--- src/rtl/cnn_ctrl_pkg.sv ---
// cnn_ctrl_pkg: state encoding and shared widths for the layer load sequencer
package cnn_ctrl_pkg;
  typedef enum logic [2:0] {IDLE, CLEAR, LOAD_W, LOAD_I, SETTLE, ROUTE, DONE} state_t;
  localparam int TIMER_W = 16;
  localparam int OFMAP_W = 16;
endpackage

--- src/rtl/seq_counter.sv ---
// seq_counter: loadable up-counter with terminal-count flag
module seq_counter #(
  parameter int W = 8
) (
  input  logic         i_clk,
  input  logic         i_rst,
  input  logic         i_load,
  input  logic [W-1:0] i_load_val,
  input  logic         i_en,
  input  logic [W-1:0] i_term,
  output logic [W-1:0] o_count,
  output logic         o_tc
);
  logic [W-1:0] r_count;
  always_ff @(posedge i_clk)
    if (i_rst) r_count <= '0;
    else if (i_load) r_count <= i_load_val;
    else if (i_en) r_count <= r_count + 1'b1;
  assign o_count = r_count;
  assign o_tc = r_count == i_term;
endmodule

--- src/rtl/layer_load_sequencer.sv ---
// layer_load_sequencer: loads kernel then ifmap words into the scratchpads,
// runs the route phase under a watchdog and reports completion or error.
module layer_load_sequencer
  import cnn_ctrl_pkg::*;
#(
  parameter int SRAM_DATA_WIDTH = 64,
  parameter int ADDR_WIDTH      = 8,
  parameter int SETTLE_CYCLES   = 2,
  parameter int TIMEOUT_CYCLES  = 65535
) (
  input  logic                       i_clk,
  input  logic                       i_rst,
  input  logic                       i_cmd_valid,
  output logic                       o_cmd_ready,
  input  logic [ADDR_WIDTH-1:0]      i_cmd_w_words,
  input  logic [ADDR_WIDTH-1:0]      i_cmd_i_words,
  input  logic [SRAM_DATA_WIDTH-1:0] i_s_data,
  input  logic                       i_s_valid,
  output logic                       o_s_ready,
  output logic                       o_write_en,
  output logic                       o_spad_select,
  output logic [ADDR_WIDTH-1:0]      o_write_addr,
  output logic [SRAM_DATA_WIDTH-1:0] o_data_in,
  output logic [ADDR_WIDTH-1:0]      o_i_addr_end,
  output logic                       o_reg_clear,
  output logic                       o_route_en,
  input  logic                       i_ofmap_valid,
  input  logic                       i_done,
  output logic                       o_busy,
  output logic                       o_layer_done,
  output logic                       o_error,
  output logic [OFMAP_W-1:0]         o_ofmap_count
);
  state_t                r_state;
  logic [ADDR_WIDTH-1:0] r_w_words, r_i_words;
  logic [ADDR_WIDTH-1:0] w_beat_cnt, w_beat_term;
  logic [TIMER_W-1:0]    w_timer_cnt, w_timer_term;
  logic w_load, w_beat, w_beat_tc, w_timer_en, w_timer_tc, w_unused;
  assign w_load      = r_state == LOAD_W || r_state == LOAD_I;
  assign w_beat      = i_s_valid && w_load;
  assign o_s_ready   = w_load;
  assign o_cmd_ready = r_state == IDLE;
  assign o_busy      = r_state != IDLE;
  assign w_beat_term = r_state == LOAD_W ? r_w_words - 1'b1 : r_i_words - 1'b1;
  assign w_timer_en  = r_state == SETTLE || r_state == ROUTE;
  assign w_timer_term = r_state == SETTLE ? TIMER_W'(SETTLE_CYCLES - 1) : TIMER_W'(TIMEOUT_CYCLES - 1);
  assign w_unused    = ^w_timer_cnt;
  // Beat index doubles as write address; it restarts at 0 for each scratchpad.
  seq_counter #(.W(ADDR_WIDTH)) u_beat (
    .i_clk(i_clk), .i_rst(i_rst), .i_load(!w_load || (w_beat && w_beat_tc)),
    .i_load_val('0), .i_en(w_beat), .i_term(w_beat_term),
    .o_count(w_beat_cnt), .o_tc(w_beat_tc)
  );
  // Shared timer: settle delay, then reloaded to 0 as the route watchdog.
  seq_counter #(.W(TIMER_W)) u_timer (
    .i_clk(i_clk), .i_rst(i_rst), .i_load(!w_timer_en || (r_state == SETTLE && w_timer_tc)),
    .i_load_val('0), .i_en(w_timer_en), .i_term(w_timer_term),
    .o_count(w_timer_cnt), .o_tc(w_timer_tc)
  );
  always_ff @(posedge i_clk)
    if (i_rst) begin
      r_state       <= IDLE;
      r_w_words     <= '0;
      r_i_words     <= '0;
      o_write_en    <= 1'b0;
      o_spad_select <= 1'b0;
      o_write_addr  <= '0;
      o_data_in     <= '0;
      o_i_addr_end  <= '0;
      o_reg_clear   <= 1'b0;
      o_route_en    <= 1'b0;
      o_layer_done  <= 1'b0;
      o_error       <= 1'b0;
      o_ofmap_count <= '0;
    end else begin
      o_write_en   <= w_beat;
      o_reg_clear  <= 1'b0;
      o_layer_done <= 1'b0;
      o_error      <= 1'b0;
      if (w_beat) begin
        o_spad_select <= r_state == LOAD_I;
        o_write_addr  <= w_beat_cnt;
        o_data_in     <= i_s_data;
      end
      case (r_state)
        IDLE: if (i_cmd_valid) begin
          if (i_cmd_w_words == '0 || i_cmd_i_words == '0) o_error <= 1'b1;
          else begin
            r_state      <= CLEAR;
            o_reg_clear  <= 1'b1;
            r_w_words    <= i_cmd_w_words;
            r_i_words    <= i_cmd_i_words;
            o_i_addr_end <= i_cmd_i_words - 1'b1;
          end
        end
        CLEAR: begin
          r_state       <= LOAD_W;
          o_ofmap_count <= '0;
        end
        LOAD_W: if (w_beat && w_beat_tc) r_state <= LOAD_I;
        LOAD_I: if (w_beat && w_beat_tc) r_state <= SETTLE;
        SETTLE: if (w_timer_tc) begin
          r_state    <= ROUTE;
          o_route_en <= 1'b1;
        end
        ROUTE: begin
          if (i_ofmap_valid && o_ofmap_count != '1) o_ofmap_count <= o_ofmap_count + 1'b1;
          if (i_done) begin
            r_state      <= DONE;
            o_route_en   <= 1'b0;
            o_layer_done <= 1'b1;
          end else if (w_timer_tc) begin
            r_state    <= IDLE;
            o_route_en <= 1'b0;
            o_error    <= 1'b1;
          end
        end
        default: r_state <= IDLE;
      endcase
    end
endmodule

--- config.mk ---
export PLATFORM = sky130hd
export DESIGN_NAME = layer_load_sequencer
export DESIGN_NICKNAME = d
export VERILOG_FILES = /design/src/rtl/cnn_ctrl_pkg.sv /design/src/rtl/seq_counter.sv /design/src/rtl/layer_load_sequencer.sv
export SDC_FILE = /design/constraint.sdc
export NUM_CORES = 1
export LEC_CHECK = 0
export BUFFER_PORTS_ARGS = -buffer_cell sky130_fd_sc_hd__buf_4
export CAP_MARGIN = 40
export CORE_ASPECT_RATIO = 1.2
export CORE_MARGIN = 2
export CORE_UTILIZATION = 35
export CTS_BUF_LIST = sky130_fd_sc_hd__clkbuf_2 sky130_fd_sc_hd__clkbuf_4 sky130_fd_sc_hd__clkbuf_8
export DETAILED_ROUTE_END_ITERATION = 7
export SLEW_MARGIN = 20
export SYNTH_ARGS = -nofsm -noshare
export SYNTH_HDL_FRONTEND = slang
export SYNTH_HIERARCHICAL = 1
export SYNTH_SLANG_ARGS = --single-unit
export TNS_END_PERCENT = 20
--- constraint.sdc ---
create_clock -name i_clk -period 6.8 [get_ports i_clk]
set_input_delay 0.68 -clock i_clk [delete_from_list [all_inputs] [get_ports i_clk]]
set_output_delay 0.68 -clock i_clk [all_outputs]
set_load 0.02 [all_outputs]
==> out/qor.yml <==
hold_class: "reg -> reg"
rows: 55
power_density_nw_per_um2: 288
die-area_um2: 20600
grt_pass1_wl_mm: 29.4
synth_top_family_by_area: "simple AND/OR/NAND/NOR gates"
wl_mm: 18.2
area_growth_pct: 29.7
timing.hold.ws_ns: 0.456
dp_cells: 1271
avgSynthCellArea_um2: 8.02
final_cell_mix: "nand2_1 (208), buf_4 (195), dfxtp_1 (145), a21oi_1 (114), nor2_1 (56)"
grt_start_max_net_pins: 77
clock-sinks: 145
synth_edf_count: 0
n_antenna_cell: 0
p_leak_uw: 0.00351
vias: 6392
overflow: 0
drt_pre_antenna_iters: 4
gp_congestion: 0.819
cp-end-kind: "flip-flop"
synth_cell_types: 69
cts_buffers: 17
required_ns: 7.13
min_period_ns: 3.61
cts_tree: "done"
grt_pass1_vias: 5941
skew_ns: 0.0103
path_max_fanout: 16
reg2reg_to: "u_beat/o_count[7]"
dp_hpwl_mm: 12.7
synth-compound-area-share: 0.174
crit_type: "reg -> reg"
outcome: "finished, final reports clean"
drv_slew: 0
track_usage: 0.174
setup_tns_ns: 0
rsz0062_at_grt: "false"
layout_commonest_cell: "nand2_1"
period_share: 0.531
die_x_um: 131
drive_gt1_frac: 0.240
io_buffers: 190
yosys.area_share.xor_xnor: 0.0604
worstMarginPinSlew_ns: 0.788
ant_nets: 0
timing.rr.start: "r_state[0]"
synth_seq_cells: 145
slowest_delay_ns: 0.48
post_cts_resized: 0
path_clk_slew_ns: 0.08
synthCells: 850
cts_setup_buffers: 0
postCtsHoldBufs: 0
setup.worst_path.start_class: "flip-flop"
synthAdderAreaFrac: 0.0110
nets: 1128
yosys_warnings: 6
dr.first_iter.drc_count: 356
synth_ff_type: "dfxtp_1"
worstPathArrival_ns: 3.94
antenna_found_initial: 0
post_drt_wl_per_cell_um: 13.9
synthesis.area_um2: 6820
async_flop_share: 0
h-tree-depth: 4
crit_buf_inv: 1
die_h_um: 157
max_slew_margin: 0.470
start_util: 0.359
holdPathStages: 2
pin_count: 191
min_from: "o_data_in[63]"
finalSetupViolCount: 0
slowest_stage: "dfxtp_1"
stdcell_count: 1304
clock_latency_ns: 0.45
clockRootBuffer: "clkbuf_8"
yosysSeqAreaShare: 0.426
route.detailed.drc: 0
synth_simple_gate_area_frac: 0.258
max_freq_mhz: 277
clockBufferDepth: 2
holdPathEnd: "o_data_in[63]"
core_um2: 19000
routed_via_density: 4.90
vdd_drop_max_uv: 125
cp_cell_sequence: "nor3b_2, buf_4, mux2i_1, ha_1, nor3b_1, xnor2_1, mux2i_1, xnor2_1, nand4_1, nor2_1, nand2_1, nand2_1, nor3b_1, a21oi_1, o221ai_2"
rr_worst_depth: 15
reg2reg_slack_ns: 3.19
hold_violations: 0
muxShareOfSynthArea: 0.0182
cap_viol_max_count: 0
crit_family: "simple AND/OR/NAND/NOR gates"
[how the worst max path moves through the flow]
| stage | from | to | slack [ns] | cells past startpoint |
|---|---|---|---|---|
| after CTS | r_state[2] | u_timer/o_count[12] | 2.80 | 12 |
| after global placement | r_state[0] | u_beat/o_count[7] | 2.95 | 14 |
| final | r_state[0] | u_beat/o_count[7] | 3.19 | 15 |
| after detailed placement | r_state[2] | u_timer/o_count[5] | 2.81 | 12 |
| after global routing | r_state[0] | u_beat/o_count[7] | 2.73 | 15 |
| after floorplan | r_state[2] | u_timer/o_count[13] | 3.38 | 13 |
[layer usage]
layer  GRT usage  vias to the layer above  part of all wire
met5           0                        -                 0
met4      0.0616                        0             0.017
met3      0.0421                       20             0.045
met2       0.299                      136              0.50
met1       0.214                     2934              0.44
li1            -                     3302                 -
[synthesized netlist by cell type (5+ instances only)]
library cell  instances  area (um2)
a21oi_1             114         571
buf_2                18        90.1
xnor2_1              35         307
nor2_1               56         210
nor3_1               10        50.1
xor2_1               12         105
buf_6                 5        56.3
nor4_1                9        56.3
o211ai_1              5        37.5
dfxtp_1             145        2900
inv_1                15        56.3
clkbuf_1             20        75.1
and3_1                6        37.5
nand3_1              23         115
ha_1                  6        75.1
o21ai_0               7        35.0
or3_1                 8        50.1
o21ai_1               6        30.0
nand2_1             209         785
nand4_1              15        93.8
nand2b_1              5        31.3
nor3b_1               5        37.5
a211oi_1             12        90.1
nor2b_1               6        37.5
a31oi_1               9        56.3
a311oi_1              7        61.3
o41a_1                5        56.3
buf_1                 6        22.5
mux2i_1               9        90.1
[where the power goes]
part | switching, uW | internal (uW) | total, uW | leakage (uW)
combinational | 473 | 362 | 835 | 0.00213
sequential | 105 | 953 | 1060 | 0.00118
clock | 339 | 314 | 653 | 0.000193
total | 917 | 1630 | 2550 | 0.00351
[registers in the layout (all words and copies together) (netlist names), 3 cells and up]
signal	cells
o_data_in	64
o_i_addr_end	8
o_ofmap_count	16
o_write_addr	8
r_i_words	8
r_state	3
r_w_words	8
u_beat/o_count	8
u_timer/o_count	16
[cell families after synthesis]
logic type / count (synthesis)
compound gates: 192
xor+xnor: 47
fa+ha+maj: 6
buf+inv: 70
flops: 145
mux: 12
other cells: 1
simple gates: 377
[worst reg2reg max path: cells and delay by family, from the launching register on]
kind | cells | cell delay [ns]
xor+xnor | 2 | 0.31
flops | 1 | 0.48
buf+inv | 1 | 0.26
mux | 2 | 0.41
fa+ha+maj | 1 | 0.29
simple gates | 7 | 1.47
compound gates | 2 | 0.27
[layout make-up]
cell class                 instances  area (um2)
tap                              256         320
clock buffer                      20         269
clock inverter                    11         105
sequential                       145        2900
multi-input combinational        658        3650
timing repair buffer             198        1530
inverter                          16        60.1
fill                            1969       10200
[metrics by stage]
step	utilization	setup WS (ns)	power, uW	area, um2
2_1_floorplan	-	3.38	1650	6900
3_3_place_gp	0.442	2.95	1890	8390
3_5_place_dp	0.444	2.81	1920	8430
4_1_cts	0.463	2.80	2580	8800
5_1_grt	0.465	2.73	2720	8840
6_report	0.465	3.19	2550	8840
No activity file was read; power rests on OpenSTA's default activity.
